<file path="src/rtl/wb_defs_pkg.sv">
// Shared defaults and entry layout for the write-back queue.
// Package name is wb_defs; entries are packed as {reg, data}, reg in the upper bits.
package wb_defs;
    localparam int DEPTH_DEF  = 4;
    localparam int DATA_W_DEF = 32;
    localparam int REG_W_DEF  = 5;
    localparam int REG_ZERO   = 0;

    typedef struct packed {
        logic [REG_W_DEF-1:0]  rd;
        logic [DATA_W_DEF-1:0] data;
    } wb_entry_t;
endpackage

</file>
<file path="src/rtl/wb_match.sv">
// Searches the queued entries for a destination-register match.
// Walks the entries oldest to youngest so the youngest match's data wins.
module wb_match #(
    parameter int DEPTH  = 4,
    parameter int DATA_W = 32,
    parameter int REG_W  = 5
) (
    input  logic [DEPTH-1:0][REG_W+DATA_W-1:0] entries_i,
    input  logic [DEPTH-1:0]                   valid_i,
    input  logic [$clog2(DEPTH)-1:0]           rptr_i,
    input  logic [REG_W-1:0]                   rd_addr_i,
    output logic                               hit_o,
    output logic [DATA_W-1:0]                  data_o
);
    localparam int PTR_W = $clog2(DEPTH);
    localparam int ENT_W = REG_W + DATA_W;

    logic [PTR_W-1:0] idx;

    always_comb begin
        hit_o  = 1'b0;
        data_o = '0;
        idx    = '0;
        for (int i = 0; i < DEPTH; i++) begin
            idx = rptr_i + PTR_W'(i);
            if (valid_i[idx] && (entries_i[idx][ENT_W-1 -: REG_W] == rd_addr_i)) begin
                hit_o  = 1'b1;
                data_o = entries_i[idx][DATA_W-1:0];
            end
        end
    end
endmodule

</file>
<file path="src/rtl/wb_queue.sv">
// In-order write-back queue feeding the register-file write port, with pending-write hazard flags.
// Define WB_FORWARD_EN to add FwdData1/FwdData2 carrying the youngest pending data.
module wb_queue
    import wb_defs::*;
#(
    parameter int DEPTH  = DEPTH_DEF,
    parameter int DATA_W = DATA_W_DEF,
    parameter int REG_W  = REG_W_DEF
) (
    input  logic                     CLK,
    input  logic                     Reset,
    input  logic                     InValid,
    output logic                     InReady,
    input  logic [REG_W-1:0]         InReg,
    input  logic [DATA_W-1:0]        InData,
    input  logic                     RfGrant,
    output logic                     RegWre,
    output logic [REG_W-1:0]         WriteReg,
    output logic [DATA_W-1:0]        WriteData,
    input  logic [REG_W-1:0]         ReadReg1,
    input  logic [REG_W-1:0]         ReadReg2,
    output logic                     Busy1,
    output logic                     Busy2,
`ifdef WB_FORWARD_EN
    output logic [DATA_W-1:0]        FwdData1,
    output logic [DATA_W-1:0]        FwdData2,
`endif
    output logic [$clog2(DEPTH):0]   Count
);
    localparam int PTR_W = $clog2(DEPTH);
    localparam int CNT_W = PTR_W + 1;
    localparam int ENT_W = REG_W + DATA_W;

    logic [DEPTH-1:0][ENT_W-1:0] mem_q;
    logic [PTR_W-1:0]            wptr_q, wptr_d, rptr_q, rptr_d;
    logic [CNT_W-1:0]            count_q, count_d;
    logic                        regwre_q, regwre_d;
    logic [REG_W-1:0]            wreg_q, wreg_d;
    logic [DATA_W-1:0]           wdata_q, wdata_d;
    logic                        accept, push, pop;
    logic [DEPTH-1:0]            valid;
    logic [PTR_W-1:0]            off;
    logic                        qhit1, qhit2;
    logic [DATA_W-1:0]           qdata1, qdata2;

    assign InReady = (count_q != CNT_W'(DEPTH));
    assign accept  = InValid && InReady;
    // Writes to r0 complete the handshake but are dropped here.
    assign push    = accept && (InReg != REG_W'(REG_ZERO));
    assign pop     = RfGrant && (count_q != '0);

    always_comb begin
        wptr_d   = push ? wptr_q + PTR_W'(1) : wptr_q;
        rptr_d   = pop  ? rptr_q + PTR_W'(1) : rptr_q;
        count_d  = count_q;
        if (push && !pop)
            count_d = count_q + CNT_W'(1);
        else if (pop && !push)
            count_d = count_q - CNT_W'(1);
        regwre_d = pop;
        wreg_d   = wreg_q;
        wdata_d  = wdata_q;
        if (pop) begin
            wreg_d  = mem_q[rptr_q][ENT_W-1 -: REG_W];
            wdata_d = mem_q[rptr_q][DATA_W-1:0];
        end
    end

    always_ff @(posedge CLK) begin
        if (!Reset) begin
            wptr_q   <= '0;
            rptr_q   <= '0;
            count_q  <= '0;
            regwre_q <= 1'b0;
            wreg_q   <= '0;
            wdata_q  <= '0;
        end else begin
            wptr_q   <= wptr_d;
            rptr_q   <= rptr_d;
            count_q  <= count_d;
            regwre_q <= regwre_d;
            wreg_q   <= wreg_d;
            wdata_q  <= wdata_d;
        end
    end

    always_ff @(posedge CLK) begin
        if (Reset && push)
            mem_q[wptr_q] <= {InReg, InData};
    end

    always_comb begin
        valid = '0;
        off   = '0;
        for (int j = 0; j < DEPTH; j++) begin
            off      = PTR_W'(j) - rptr_q;
            valid[j] = ({1'b0, off} < count_q);
        end
    end

    wb_match #(.DEPTH(DEPTH), .DATA_W(DATA_W), .REG_W(REG_W)) u_match1 (
        .entries_i (mem_q),
        .valid_i   (valid),
        .rptr_i    (rptr_q),
        .rd_addr_i (ReadReg1),
        .hit_o     (qhit1),
        .data_o    (qdata1)
    );

    wb_match #(.DEPTH(DEPTH), .DATA_W(DATA_W), .REG_W(REG_W)) u_match2 (
        .entries_i (mem_q),
        .valid_i   (valid),
        .rptr_i    (rptr_q),
        .rd_addr_i (ReadReg2),
        .hit_o     (qhit2),
        .data_o    (qdata2)
    );

    assign Busy1 = (ReadReg1 != REG_W'(REG_ZERO)) && (qhit1 || (regwre_q && wreg_q == ReadReg1));
    assign Busy2 = (ReadReg2 != REG_W'(REG_ZERO)) && (qhit2 || (regwre_q && wreg_q == ReadReg2));

`ifdef WB_FORWARD_EN
    // Queue entries are younger than the output stage, so they take priority.
    assign FwdData1 = !Busy1 ? '0 : (qhit1 ? qdata1 : wdata_q);
    assign FwdData2 = !Busy2 ? '0 : (qhit2 ? qdata2 : wdata_q);
`else
    logic unused_fwd;
    assign unused_fwd = ^{qdata1, qdata2};
`endif

    assign RegWre    = regwre_q;
    assign WriteReg  = wreg_q;
    assign WriteData = wdata_q;
    assign Count     = count_q;
endmodule

</file>
<file path="config.mk">
export PLATFORM = sky130hd
export DESIGN_NAME = wb_queue
export DESIGN_NICKNAME = d
export VERILOG_FILES = /design/src/rtl/wb_defs_pkg.sv /design/src/rtl/wb_match.sv /design/src/rtl/wb_queue.sv
export SDC_FILE = /design/constraint.sdc
export NUM_CORES = 1
export LEC_CHECK = 0
export CAP_MARGIN = 20
export CORE_ASPECT_RATIO = 1.5
export CORE_MARGIN = 10
export CORE_UTILIZATION = 25
export DETAILED_ROUTE_END_ITERATION = 8
export GPL_TIMING_DRIVEN = 0
export MAX_ROUTING_LAYER = met4
export SYNTH_ARGS = -nofsm -noshare
export SYNTH_HDL_FRONTEND = slang
export SYNTH_SLANG_ARGS = --single-unit
</file>
<file path="constraint.sdc">
create_clock -name CLK -period 3.5 [get_ports CLK]
set_clock_uncertainty 0.1 [all_clocks]
set_input_delay 0.35 -clock CLK [delete_from_list [all_inputs] [get_ports CLK]]
set_output_delay 0.35 -clock CLK [all_outputs]
set_load 0.005 [all_outputs]
</file>
* Word level (Yosys, flattened, before mapping)
Cells that the tools add are included.
W data, S select, Z words.
** Operators by class
- Add/sub/neg operators :: 10
- Magnitude comparators :: 10
- Equal/unequal tests :: 11
- Multiplexer cells :: 29
- Reductions and logical operators :: 28
** Operators with widths (number)
- $bmux W37 S2 :: 4
- $mux W37 :: 5
- $bwmux W148 :: 1
- $demux W37 S2 :: 1
- $eq A5 B5 Y1 :: 10
- $logic_and A1 B1 Y1 :: 19
- $lt A2 B3 Y1 const B :: 5
- $reduce_bool A5 Y1 :: 3
- $lt A2 B3 Y1 :: 4
- $mux W1 :: 12
- $bmux W1 S2 :: 4
- $mux W3 :: 2
- $add A2 B1 Y2 const B :: 2
- $add A2 B2 Y2 const B :: 2
- $sub A1 B2 Y2 const A :: 2
- $sub A2 B2 Y2 const A :: 2
- $add A3 B1 Y3 const B :: 1
- $ne A3 B3 Y1 const B :: 1
- $reduce_bool A3 Y1 :: 1
- $sub A3 B1 Y3 const B :: 1
- $ge A2 B1 Y1 const B :: 1
- $logic_not A1 Y1 :: 2
- $logic_or A1 B1 Y1 :: 2
- $reduce_bool A2 Y1 :: 1
** Storage, ports and cells
- Register bits after elaboration :: 193
- Input bits :: 51
- Word-level logic and storage cells :: 98

* Depth between registers and ports, before layout
- Word-level depth :: 11
- Depth in mapped cells :: 13
- Gate-level depth less buffers :: 10

* By module
From an unflattened synthesis, not the netlist that was laid out.
** Second synthesis, totals
- Cell total of the unflattened synthesis :: 1427
- Area, all modules :: 16204.3 um2
** By module, submodules not included
- wb_match :: instances 2, cells each 531, area an instance 4494.3 um2, seq. area each 0.0 um2
- wb_queue :: instances 1, cells each 365, area an instance 7215.7 um2, seq. area each 5345.1 um2

* Worst setup path after synthesis
Ideal clock, no wire load.
- Path kind :: reg2out
- From :: reg rptr_q[0]
- To :: out Busy2
- Arrival time :: 2.567 ns
- Required time :: 3.050 ns
- Path slack :: 0.483 ns
- Cell stages (with the launch flop) :: 14
- Path through :: dfxtp_1 > buf_6 > buf_6 > buf_4 > buf_4 > xnor2_1 > inv_1 > ha_1 > nor2_1 > a211o_1 > a221oi_1 > a211oi_1 > nor4_1 > a21oi_1
** Between the ends
- Longest elaborated chain between the ends :: 11
** RTL lines
- start: declaration :: line wb_queue.sv:35 : logic [PTR_W-1:0] wptr_q, wptr_d, rptr_q, rptr_d;
- start signal: assignment :: line wb_queue.sv:79 : rptr_q <= rptr_d;
- $sub A1 B2 Y2 / $sub A2 B2 Y2 (equally long branches) :: line wb_queue.sv:96 : off = PTR_W'(j) - rptr_q;
- $lt A2 B3 Y1 :: line wb_queue.sv:97 : valid[j] = ({1'b0, off} < count_q);
- $bmux W1 S2 :: line wb_match.sv:26 : if (valid_i[idx] && (entries_i[idx][ENT_W-1 -: REG_W] == rd_addr_i)) begin
- $mux W1 (not written as such) :: line wb_match.sv:26
- $logic_and A1 B1 Y1 :: line wb_match.sv:26
- $mux W1 (3 in series) :: line wb_match.sv:26
- $mux W1 (*) :: line wb_match.sv:26
- $logic_or A1 B1 Y1 (*) :: line wb_queue.sv:120 : assign Busy2 = (ReadReg2 != REG_W'(REG_ZERO)) && (qhit2 || (regwre_q && wreg_q == ReadReg2));
- $logic_and A1 B1 Y1 (*) :: line wb_queue.sv:120
- end: declaration :: line wb_queue.sv:23 : output logic Busy2,
Every way passes the cells marked *; elsewhere a longest branch is shown, timed or not. The select of a mux whose other input is x is not followed.

* Final worst setup path
Ends and elaborated chain as after synthesis.

==> out/qor.yml <==
worst_hold_path:
  min_to: "WriteData[16]$_SDFFE_PN0P_"
  whs_path_depth: 2
  min-delay-start: "Reset"
  hold_path_class: "primary input to register"
critical_path:
  reg2reg_to: "Count[2]$_SDFFE_PN0P_"
  path_buf_inv: 4
  endpoint_kind: "primary output"
  startpoint_type: "register"
  max_stage_delay_ns: 0.38
  worstSetupPathType: "register to primary output"
  worstPathCellList: "buf_12 -> xnor2_4 -> inv_2 -> ha_4 -> buf_4 -> nor2_1 -> a211o_1 -> a221oi_4 -> a211oi_1 -> nor4_2 -> a21oi_1 -> buf_2"
  required_ns: 3.05
  slowest_stage: "dfxtp_4"
  r2r_start: "Count[2]$_SDFFE_PN0P_"
  cp_data_arrival_time_ns: 2.81
  crit_fanout: 5
  r2r_cells: 10
  path_delay_family: "compound AO/OA/AOI/OAI gates"
  rrSetupSlack_ns: 0.27
synthesis:
  syn-num-nets: 616
  yosys.cell_types.count: 37
  synth_top_area_frac: 0.524
  ys_seq_area_frac: 0.630
  syn-cell-area_um2: 8490
  avgSynthCellArea_um2: 15.3
  synth_top_cell_by_area: "edfxtp_1"
  synthTopCellsByArea: "edfxtp_1, mux4_2, dfxtp_1"
  yosys_warnings: 0
  synth_seq_cells: 193
  postSynthCellCount: 555
die:
  die_area_um2: 41900
  ioPinCount: 95
  rows: 82
  start_util: 0.254
  die_h_um: 246
  die_w_um: 170
  placeableCoreArea_um2: 33400
finish:
  layout_common_cells: "edfxtp_1, clkdlybuf4s50_1, nand2_1"
  antenna_cells: 0
  utilization: 0.320
  drive_above_1_share: 0.179
  syn_to_final_growth_pct: 26.0
  post-route-cell-area_um2: 10700
  layout_commonest_cell: "edfxtp_1"
  finalNetCount: 728
timing:
  setup_viol: 0
  slew_violations: 0
  tightestPinTransition_ns: 0.890
  rsz0062_at_grt: "false"
  holdWs_ns: 0.255
  maxSlewHeadroom: 0.407
  period_share: 0.932
  min_period_ns: 3.26
  fmax_mhz: 307
  finalHoldViolations: 0
power_and_ir_drop:
  power_w: 0.00733
  powerDensity_nw_per_um2: 686
  peakVddDrop_v: 0.000324
  leakage_nw: 3.40
route:
  wl_per_cell_um: 19.5
  wl_mm: 21.5
  route.detailed.drc: 0
  first_iter_violations: 219
  viasPerCell: 4.46
  vias: 4902
  ant_nets: 0
  dr.pass1.iters: 4
cts:
  clk_pin_slew_ns: 0.07
  numCtsBuffers: 17
  cts_tree: "done"
  clock_latency_ns: 0.45
  cts-root-buf: "clkbuf_16"
  clock_sinks: 193
  cts_max_level: 4
  clock_path_buffers: 2
place:
  io_buffers: 83
  place_congestion: 0.818
  dp.final_hpwl_mm: 15.2
  placed_area_um2: 9930
status:
  status: "completed"
global_route:
  antenna_found_initial: 0
  grt_pass1_wl_mm: 32.6
  grt_use_total: 0.110
  grt_pass1_vias: 5297
  grt.overflow.total: 0
  grt_max_degree: 30
job:
  maxCapViolCount: 0
## state kept, by name, indices dropped and copies added (netlist names)
register and cells:
wptr_q 2, mem_q 148, rptr_q 2, RegWre 1, Count 3, WriteReg 5
WriteData 32
## what timing repair did
item                                    CTS  global route
hold buffers                              0             0
endpoints found under the setup margin    2             2
gates resized for setup                  40             9
setup buffers                             7             5
pin swaps                                 8             8
## per-stage QoR
stage / instances / worst slack, ns / setup TNS (ns)
after global routing: 1100 / 0.0334 / 0
final: 1100 / 0.239 / 0
after global placement: 1058 / -0.803 / -69.31
after CTS: 1101 / -0.0526 / -0.0669
after floorplan: 555 / 0.483 / 0
after detailed placement: 1062 / -0.838 / -1.66
## worst register-to-register path, delay by kind of cell (launching register included)
family	cells	cell delay, ns
AND/OR/NAND/NOR	1	0.29
flip-flops	1	0.33
buffers and inverters	4	0.94
adder cells (fa/ha/maj)	2	0.67
XOR/XNOR	1	0.17
AO/OA/AOI/OAI	2	0.65
## cell type report
cell class	count	area, µm²
fillers	3320	22800
flip-flops and latches	193	5350
multi-input cells	317	3050
repair buffers	98	983
well taps	420	526
clock buffers	25	508
plain buffers	33	176
clock inverters	7	73.8
inverters	7	27.5
## cell usage after synthesis
library cell / instances
a211o_1: 1
dfxtp_1: 45
buf_1: 5
buf_6: 3
nor3_1: 3
or3_1: 5
inv_1: 6
nor4_1: 6
nor2_1: 11
xor2_1: 21
mux2i_1: 8
and3_1: 4
nand3_1: 11
o31a_1: 1
xnor2_1: 39
clkbuf_1: 20
nand2_1: 80
buf_2: 4
o21a_1: 1
a21oi_1: 3
nor2b_1: 3
buf_4: 6
nand4_1: 2
a211oi_1: 4
clkinv_1: 1
a221oi_1: 2
ha_1: 9
edfxtp_1: 148
mux4_2: 44
mux4_1: 7
and2_1: 5
a21boi_0: 38
fa_1: 1
mux2i_2: 2
o21ai_0: 3
mux2_2: 1
o31ai_1: 2
## worst max path at each step
stage	cells past startpoint	start	endpoint
2_1_floorplan	13	rptr_q[0]$_SDFFE_PN0P_	Busy2
3_3_place_gp	13	rptr_q[1]$_SDFFE_PN0P_	Busy1
3_5_place_dp	13	rptr_q[1]$_SDFFE_PN0P_	Busy1
4_1_cts	14	rptr_q[0]$_SDFFE_PN0P_	Busy2
5_1_grt	10	Count[2]$_SDFFE_PN0P_	Count[2]$_SDFFE_PN0P_
6_report	12	rptr_q[0]$_SDFFE_PN0P_	Busy2
## metal layers
| layer | part of all wire | vias to the layer above | GRT usage |
|---|---|---|---|
| met5 | 0 | - | - |
| met4 | 0.027 | 0 | 0.0479 |
| met3 | 0.042 | 28 | 0.0278 |
| met2 | 0.53 | 106 | 0.188 |
| met1 | 0.41 | 2466 | 0.118 |
| li1 | - | 2302 | - |
## where the power goes
part,switching [W],internal (W)
sequential,0.000153,0.00271
clock,0.000833,0.00109
combinational,0.00127,0.00128
total,0.00225,0.00508
## cells by family after synthesis
kind of cell	share of synthesized area
flip-flops	0.630
AND/OR/NAND/NOR	0.0669
multiplexers	0.152
XOR/XNOR	0.0619
AO/OA/AOI/OAI	0.0475
buffers and inverters	0.0258
adder cells (fa/ha/maj)	0.0156
No activity file was read; power rests on OpenSTA's default activity.
